===== src/rtl/pc_pkg.sv =====
// pc_pkg -- shared definitions for the PC update slice.
//   pc_state_t      : sequencer states BOOT / RUN / STALL
//   PC_STEP         : byte increment for sequential fetch
//   OFFSET_W        : width of the signed word offset
//   redirect_taken(): JUMP / BEQ / BNE redirect decision
package pc_pkg;

    typedef enum logic [1:0] {
        BOOT  = 2'd0,
        RUN   = 2'd1,
        STALL = 2'd2
    } pc_state_t;

    localparam int unsigned PC_STEP  = 4;
    localparam int unsigned OFFSET_W = 8;

    // JUMP wins over everything. BEQ is checked before BNE, so asserting
    // both behaves as BEQ alone: BNE only counts when BEQ is low.
    function automatic logic redirect_taken(
        input logic jump,
        input logic beq,
        input logic bne,
        input logic zero
    );
        logic r;
        r = 1'b0;
        if (jump)
            r = 1'b1;
        else if (beq)
            r = zero;
        else if (bne)
            r = ~zero;
        return r;
    endfunction

endpackage


===== src/rtl/pc_update_unit_if.sv =====
// pc_update_unit_if -- control/address bundle between the fetch sequencer
// and its environment.
//   BUSYWAIT  : memory stall, holds PC and state while high
//   JUMP      : unconditional PC-relative jump request
//   BEQ / BNE : branch-if-zero / branch-if-not-zero requests
//   ZERO      : ALU zero flag
//   OFFSET    : signed word offset (two's complement)
//   PC        : current instruction address
//   PC_VALID  : PC is a fetchable address
//   TAKEN     : one-cycle pulse after a redirect updated PC
// modport master : environment side (drives controls, observes PC)
// modport slave  : pc_update_unit side
interface pc_update_unit_if;
    import pc_pkg::*;

    logic                BUSYWAIT;
    logic                JUMP;
    logic                BEQ;
    logic                BNE;
    logic                ZERO;
    logic [OFFSET_W-1:0] OFFSET;
    logic [31:0]         PC;
    logic                PC_VALID;
    logic                TAKEN;

    modport master (
        output BUSYWAIT, JUMP, BEQ, BNE, ZERO, OFFSET,
        input  PC, PC_VALID, TAKEN
    );

    modport slave (
        input  BUSYWAIT, JUMP, BEQ, BNE, ZERO, OFFSET,
        output PC, PC_VALID, TAKEN
    );

endinterface


===== src/rtl/branch_target_gen.sv =====
// branch_target_gen -- combinational PC-relative target adder.
//   seq    : in,  32 -- sequential address (PC + PC_STEP)
//   offset : in,  OFFSET_W -- signed word offset
//   tgt    : out, 32 -- seq + (sign-extended offset << 2), modulo 2^32
module branch_target_gen
    import pc_pkg::*;
(
    input  logic [31:0]         seq,
    input  logic [OFFSET_W-1:0] offset,
    output logic [31:0]         tgt
);

    logic [29:0] offset_words;

    always_comb begin
        offset_words = {{(30 - OFFSET_W){offset[OFFSET_W-1]}}, offset};
        tgt          = seq + {offset_words, 2'b00};
    end

endmodule


===== src/rtl/pc_update_unit.sv =====
// pc_update_unit -- program counter sequencer with stall and PC-relative
// jump/branch redirects.
//   CLK          : in,  1  -- rising-edge clock
//   RESET        : in,  1  -- synchronous active-high reset
//   bus          : pc_update_unit_if.slave (controls in, PC/PC_VALID/TAKEN out)
//   BRANCH_COUNT : out, 16 -- taken-redirect counter, only with
//                  PC_BRANCH_STATS_EN defined
// Parameter RESET_PC gives the PC loaded on reset.
// Optional feature macro: PC_BRANCH_STATS_EN.
module pc_update_unit
    import pc_pkg::*;
#(
    parameter logic [31:0] RESET_PC = 32'h0000_0000
) (
    input  logic          CLK,
    input  logic          RESET,
    pc_update_unit_if.slave bus
`ifdef PC_BRANCH_STATS_EN
    ,
    output logic [15:0]   BRANCH_COUNT
`endif
);

    pc_state_t   state_q, state_d;
    logic [31:0] pc_q, pc_d;
    logic        taken_q, taken_d;
    logic [31:0] seq_addr;
    logic [31:0] tgt_addr;
    logic        redirect;

    assign seq_addr = pc_q + 32'(PC_STEP);

    branch_target_gen u_branch_target_gen (
        .seq    (seq_addr),
        .offset (bus.OFFSET),
        .tgt    (tgt_addr)
    );

    assign redirect = redirect_taken(bus.JUMP, bus.BEQ, bus.BNE, bus.ZERO);

    // BOOT only arms the sequencer; PC first advances on the edge after
    // leaving BOOT. The edge that releases a stall samples the controls
    // like a normal RUN edge; nothing seen during the stall is kept.
    always_comb begin
        state_d = state_q;
        pc_d    = pc_q;
        taken_d = 1'b0;
        unique case (state_q)
            BOOT: begin
                state_d = bus.BUSYWAIT ? STALL : RUN;
            end
            RUN, STALL: begin
                if (bus.BUSYWAIT) begin
                    state_d = STALL;
                end else begin
                    state_d = RUN;
                    pc_d    = redirect ? tgt_addr : seq_addr;
                    taken_d = redirect;
                end
            end
            default: begin
                state_d = BOOT;
            end
        endcase
    end

    always_ff @(posedge CLK) begin
        if (RESET) begin
            state_q <= BOOT;
            pc_q    <= RESET_PC;
            taken_q <= 1'b0;
        end else begin
            state_q <= state_d;
            pc_q    <= pc_d;
            taken_q <= taken_d;
        end
    end

    assign bus.PC       = pc_q;
    assign bus.PC_VALID = (state_q != BOOT);
    assign bus.TAKEN    = taken_q;

`ifdef PC_BRANCH_STATS_EN
    logic [15:0] branch_count_q;

    always_ff @(posedge CLK) begin
        if (RESET)
            branch_count_q <= '0;
        else if (taken_d)
            branch_count_q <= branch_count_q + 16'd1;
    end

    assign BRANCH_COUNT = branch_count_q;
`endif

endmodule

===== src/flat_wrapper.sv =====
// flat-port wrapper written by rule: the top's interface ports become plain ports
module pc_update_unit_flat import pc_pkg::*;
#(
    parameter logic [31:0] RESET_PC = 32'h0000_0000
)
  (CLK, RESET, bus_BUSYWAIT, bus_JUMP, bus_BEQ, bus_BNE, bus_ZERO, bus_OFFSET, bus_PC, bus_PC_VALID, bus_TAKEN);
  pc_update_unit_if bus_i ();
  input  logic CLK;
  input  logic RESET;
  input wire logic [$bits(bus_i.BUSYWAIT)-1:0] bus_BUSYWAIT;
  input wire logic [$bits(bus_i.JUMP)-1:0] bus_JUMP;
  input wire logic [$bits(bus_i.BEQ)-1:0] bus_BEQ;
  input wire logic [$bits(bus_i.BNE)-1:0] bus_BNE;
  input wire logic [$bits(bus_i.ZERO)-1:0] bus_ZERO;
  input wire logic [$bits(bus_i.OFFSET)-1:0] bus_OFFSET;
  output wire logic [$bits(bus_i.PC)-1:0] bus_PC;
  output wire logic [$bits(bus_i.PC_VALID)-1:0] bus_PC_VALID;
  output wire logic [$bits(bus_i.TAKEN)-1:0] bus_TAKEN;
  assign bus_i.BUSYWAIT = bus_BUSYWAIT;
  assign bus_i.JUMP = bus_JUMP;
  assign bus_i.BEQ = bus_BEQ;
  assign bus_i.BNE = bus_BNE;
  assign bus_i.ZERO = bus_ZERO;
  assign bus_i.OFFSET = bus_OFFSET;
  assign bus_PC = bus_i.PC;
  assign bus_PC_VALID = bus_i.PC_VALID;
  assign bus_TAKEN = bus_i.TAKEN;
  pc_update_unit #(.RESET_PC(RESET_PC)) u_core (.CLK(CLK), .RESET(RESET), .bus(bus_i));
endmodule

===== config.mk =====
export PLATFORM = sky130hd
export DESIGN_NAME = pc_update_unit_flat
export DESIGN_NICKNAME = d
export VERILOG_FILES = /design/src/rtl/pc_pkg.sv /design/src/rtl/pc_update_unit_if.sv /design/src/rtl/branch_target_gen.sv /design/src/rtl/pc_update_unit.sv /design/src/flat_wrapper.sv
export SDC_FILE = /design/constraint.sdc
export NUM_CORES = 1
export LEC_CHECK = 0
export CORE_ASPECT_RATIO = 1.1
export CORE_MARGIN = 2
export CORE_UTILIZATION = 30
export CTS_CLUSTER_DIAMETER = 40
export CTS_CLUSTER_SIZE = 10
export DETAILED_ROUTE_END_ITERATION = 12
export PLACE_DENSITY = 0.49
export SYNTH_ARGS = -nofsm -noshare
export SYNTH_HDL_FRONTEND = slang
export SYNTH_SLANG_ARGS = --single-unit

===== constraint.sdc =====
create_clock -name CLK -period 8.44 [get_ports CLK]
set_input_delay 1.688 -clock CLK [delete_from_list [all_inputs] [get_ports CLK]]
set_output_delay 1.688 -clock CLK [all_outputs]
set_load 0.005 [all_outputs]

==> metrics.md <==
| Metric | Value |
|---|---|
| Routed wire length | `about 12,000 microns` |
| Root Driver | `clkbuf_16` |
| Antenna cell count | `0` |
| GR peak layer | `met2` |
| M3 GR Usage | `0.0291` |
| GRT met2 Usage | `0.319` |
| Setup CP Type | `in2reg` |
| Crit path max-delay family | `compound AO/OA/AOI/OAI gates` |
| R2r worst-path depth | `14` |
| Mean Syn Cell Area | `roughly 7.2 sq um` |
| Total congestion overflow | `0` |
| Final ANT Viol Nets | `0` |
| Flop pwr share | `0.301` |
| RR Startpoint | `u_core.bus.PC[2]$_SDFFE_PP0P_` |
| WP buf/inv | `2` |
| Seq/Total Area, Yosys | `0.172` |
| Largest net degree at the start of global routing | `43` |
| Endpoint class of the critical path | `flip-flop` |
| Total chip power | `roughly 0.62 mW` |
| Reg2reg end | `u_core.bus.PC[28]$_SDFFE_PP0P_` |
| Hold Buf Count CTS | `0` |
| Syn. warnings | `0` |
| Die ar. | `around 14,000 sq um` |
| Status | `completed` |
| Cts bufs inserted | `5` |
| Switching part of the total | `0.365` |
| Drt first pass iters | `5` |
| Worst Hold Class | `reg2reg` |
| Drt initial violations | `roughly 190` |
| Clock-pin slew on the worst setup and hold paths | `approximately 60 ps` |
| Crit-path cells | `clkdlybuf4s50_1 -> buf_4 -> ha_1 -> a21oi_2 -> nand2_1 -> a221o_1 -> a211o_1 -> a41oi_2 -> a21oi_2 -> mux2_4 -> a211oi_2` |
| CP max stage delay | `450 ps` |
| Worst Setup SP | `bus_OFFSET[7]` |
| Final core occ | `0.365` |
| Post-synthesis register bit count | `33` |
| Max IR drop VDD | `about 83 uV` |
| CP max-delay cell | `clkdlybuf4s50_1` |
| Required time worst endpoint | `roughly 8700 ps` |
| Nets | `615` |
| Levels on crit path | `11` |
| Fmax | `approximately 0.22 GHz` |
| Final setup viols | `0` |
| DP Cell Count | `710` |
| Initial Util | `0.306` |
| Met1 usage | `0.229` |
| Setup Skew | `7.06 ps` |
| Count of different cell masters after synthesis | `62` |
| Rows | `43` |
| Post-CTS setup buffer count | `0` |
| Min Tclk post-route | `about 4500 ps` |
| Number of port buffers | `46` |
| Htree depth | `2` |
| Hold path cells | `2` |
| Final hold violation count | `0` |
| Power per Cell Area | `between 100 and 150 nW/um^2` |
| Number of synthesized flops with an enable pin | `0` |
| Pleak | `between 1.5 and 2 nW` |
| DR WL/cell | `17.4 microns` |
| Synth Cell Area | `roughly 3800 sq um` |
| Synthesis-to-layout area growth | `19.5%` |
| Vias | `just over 4,000` |
| CTS tree | `done` |
| HPWL Detailed | `9090 microns` |
| Fillers | `between 1,000 and 1,500` |
| First-pass GRT wire length | `~20,000 microns` |
| Pins Over Slew Limit | `0` |
| Final Cycle Share | `0.530` |
| CP Launch Type | `input pin` |
| Part of the power in combinational logic | `0.375` |
| Clk pwr share | `0.324` |
| Share of layout cells above drive strength 1 | `0.0481` |
| Slew margin rel. | `0.260` |
| CTS Sinks | `33` |
| RSZ-0062 raised after global routing | `false` |
| Die Span Y | `around 120 microns` |
| Number of antenna violations at the first check in global routing | `0` |
| DR DRC count | `0` |
| CTS Buffer Depth | `2` |
| Core ar. | `around 13,000 sq um` |
| Vias in the first global route | `just under 4,000` |
| Critical Path AT | `approximately 4700 ps` |
| Max Cap Violations | `0` |
| Async SR Flop Fraction | `0` |
| Via density | `5.63` |
| Post_cts resized | `0` |
| Gp weighted congestion | `0.922` |
| Die Wd | `112 microns` |
| Internal power | `around 0.40 mW` |
| Worst setup endpoint | `u_core.bus.PC[28]$_SDFFE_PP0P_` |
| Critical-path maximum fanout | `29` |
| Io pins | `49` |
| GRT Resource Usage Total | `0.183` |
| R2r setup slk | `about 4500 ps` |
| Worst slew pin tran | `about 1100 ps` |
| Most common cell on crit path | `a21oi_2` |
| Clock latency on the worst-skew pair | `between 200 and 300 ps` |
| Most used DFF post-synth | `dfxtp_1` |
| Total negative slack | `0 ps` |
| Switching power | `about 0.23 mW` |
| Finished Layout Cells | `between 700 and 800` |
| Cell count after synthesis | `between 500 and 600` |
## layout by cell type (no fill, tap or decap), drive strengths merged, types with 4 or more instances in the layout
| cell | synthesis | routed |
|---|---|---|
| and3 | 6 | 6 |
| a31oi | 7 | 7 |
| nand2 | 53 | 53 |
| buf | 4 | 4 |
| xor2 | 15 | 15 |
| nor2 | 41 | 41 |
| clkbuf | 23 | 7 |
| nor2b | 5 | 5 |
| nor4 | 7 | 7 |
| nor3 | 19 | 19 |
| o211ai | 4 | 4 |
| ha | 39 | 39 |
| inv | 21 | 21 |
| a311oi | 4 | 4 |
| nand4 | 11 | 11 |
| o21bai | 7 | 7 |
| a22oi | 5 | 5 |
| and2 | 8 | 8 |
| a21o | 8 | 8 |
| nor3b | 4 | 4 |
| o21ai | 38 | 38 |
| dfxtp | 33 | 33 |
| nand3 | 25 | 25 |
| a21oi | 54 | 54 |
| xnor2 | 33 | 33 |
| a211oi | 12 | 12 |
| clkdlybuf4s50 | 0 | 46 |
## how the worst min path moves through the flow
stage                                           to  slack, ps                            from
floorplan           u_core.bus.PC[10]$_SDFFE_PP0P_        520  u_core.bus.PC[10]$_SDFFE_PP0P_
global placement    u_core.bus.PC[14]$_SDFFE_PP0P_        530  u_core.bus.PC[14]$_SDFFE_PP0P_
detailed placement  u_core.bus.PC[14]$_SDFFE_PP0P_        540  u_core.bus.PC[14]$_SDFFE_PP0P_
CTS                 u_core.bus.PC[14]$_SDFFE_PP0P_        550  u_core.bus.PC[14]$_SDFFE_PP0P_
global route         u_core.bus.PC[7]$_SDFFE_PP0P_        590   u_core.bus.PC[7]$_SDFFE_PP0P_
finish              u_core.bus.PC[14]$_SDFFE_PP0P_        550  u_core.bus.PC[14]$_SDFFE_PP0P_
## cell type report
cell class / instances / area (sq um) / share of cell area
Clock buffer: 7 / 153 / 0.0333
Clock inverter: 1 / 5.00 / 0.00109
Inverter: 21 / 78.8 / 0.0172
Multi-Input combinational cell: 449 / 2990 / 0.654
Sequential cell: 33 / 661 / 0.144
Tap cell: 157 / 196 / 0.0429
Timing Repair Buffer: 50 / 490 / 0.107
## metal layers
| metal | wire length [microns] | vias up |
|---|---|---|
| li1 | - | 1997 |
| met1 | 5570 | 1900 |
| met2 | 6000 | 117 |
| met3 | 573 | 26 |
| met4 | 354 | 0 |
| met5 | 0 | - |
## cells by family after synthesis
logic type                 after synthesis  synth area share
xor gates and xnor gates                48             0.110
buffers and inverters                   48            0.0513
AOI/OAI and AO/OA                      162             0.273
and+or+nand+nor                        192             0.246
other                                    1          0.000978
adders and majority gates               40             0.133
DFF                                     33             0.172
muxes                                    5            0.0147
## through the flow
stage	hold slack, ps	instance area [sq um]	setup WS, ps
floorplan	516	3840	4450
global placement	530	4420	3720
detailed placement	542	4420	3690
CTS	552	4580	3980
global route	589	4580	3610
finish	547	4580	3970
## worst register-to-register path: cells and delay by family, from the launching register on
kind | cells | cell delay (ps)
AOI/OAI and AO/OA | 7 | 1510
and+or+nand+nor | 4 | 970
DFF | 1 | 490
adders and majority gates | 1 | 330
muxes | 1 | 310
xor gates and xnor gates | 1 | 300
## power by group through the flow
| stage | clock (mW) | combinational, mW | sequential (mW) |
|---|---|---|---|
| after floorplan | 0 | 0.163 | 0.184 |
| after global placement | 0 | 0.231 | 0.191 |
| after detailed placement | 0 | 0.232 | 0.191 |
| after CTS | 0.207 | 0.234 | 0.188 |
| after global routing | 0.212 | 0.262 | 0.190 |
| final | 0.202 | 0.234 | 0.188 |
## synthesized netlist by cell type (10+ instances only)
master	n	area share
nand2_1	53	0.052
a21oi_1	50	0.065
nor2_1	40	0.039
ha_1	39	0.13
o21ai_0	37	0.048
dfxtp_1	33	0.17
xnor2_1	33	0.075
nand3_1	25	0.033
clkbuf_1	23	0.023
inv_1	21	0.021
nor3_1	19	0.025
xor2_1	15	0.034
nand4_1	11	0.018
a211oi_1	10	0.020
## registers in the layout, summed over array words and instances, names as in the netlist
signal,flops
u_core.state_q,2
u_core.bus.TAKEN,1
u_core.bus.PC,30
Power figures use the tool's default switching activity.
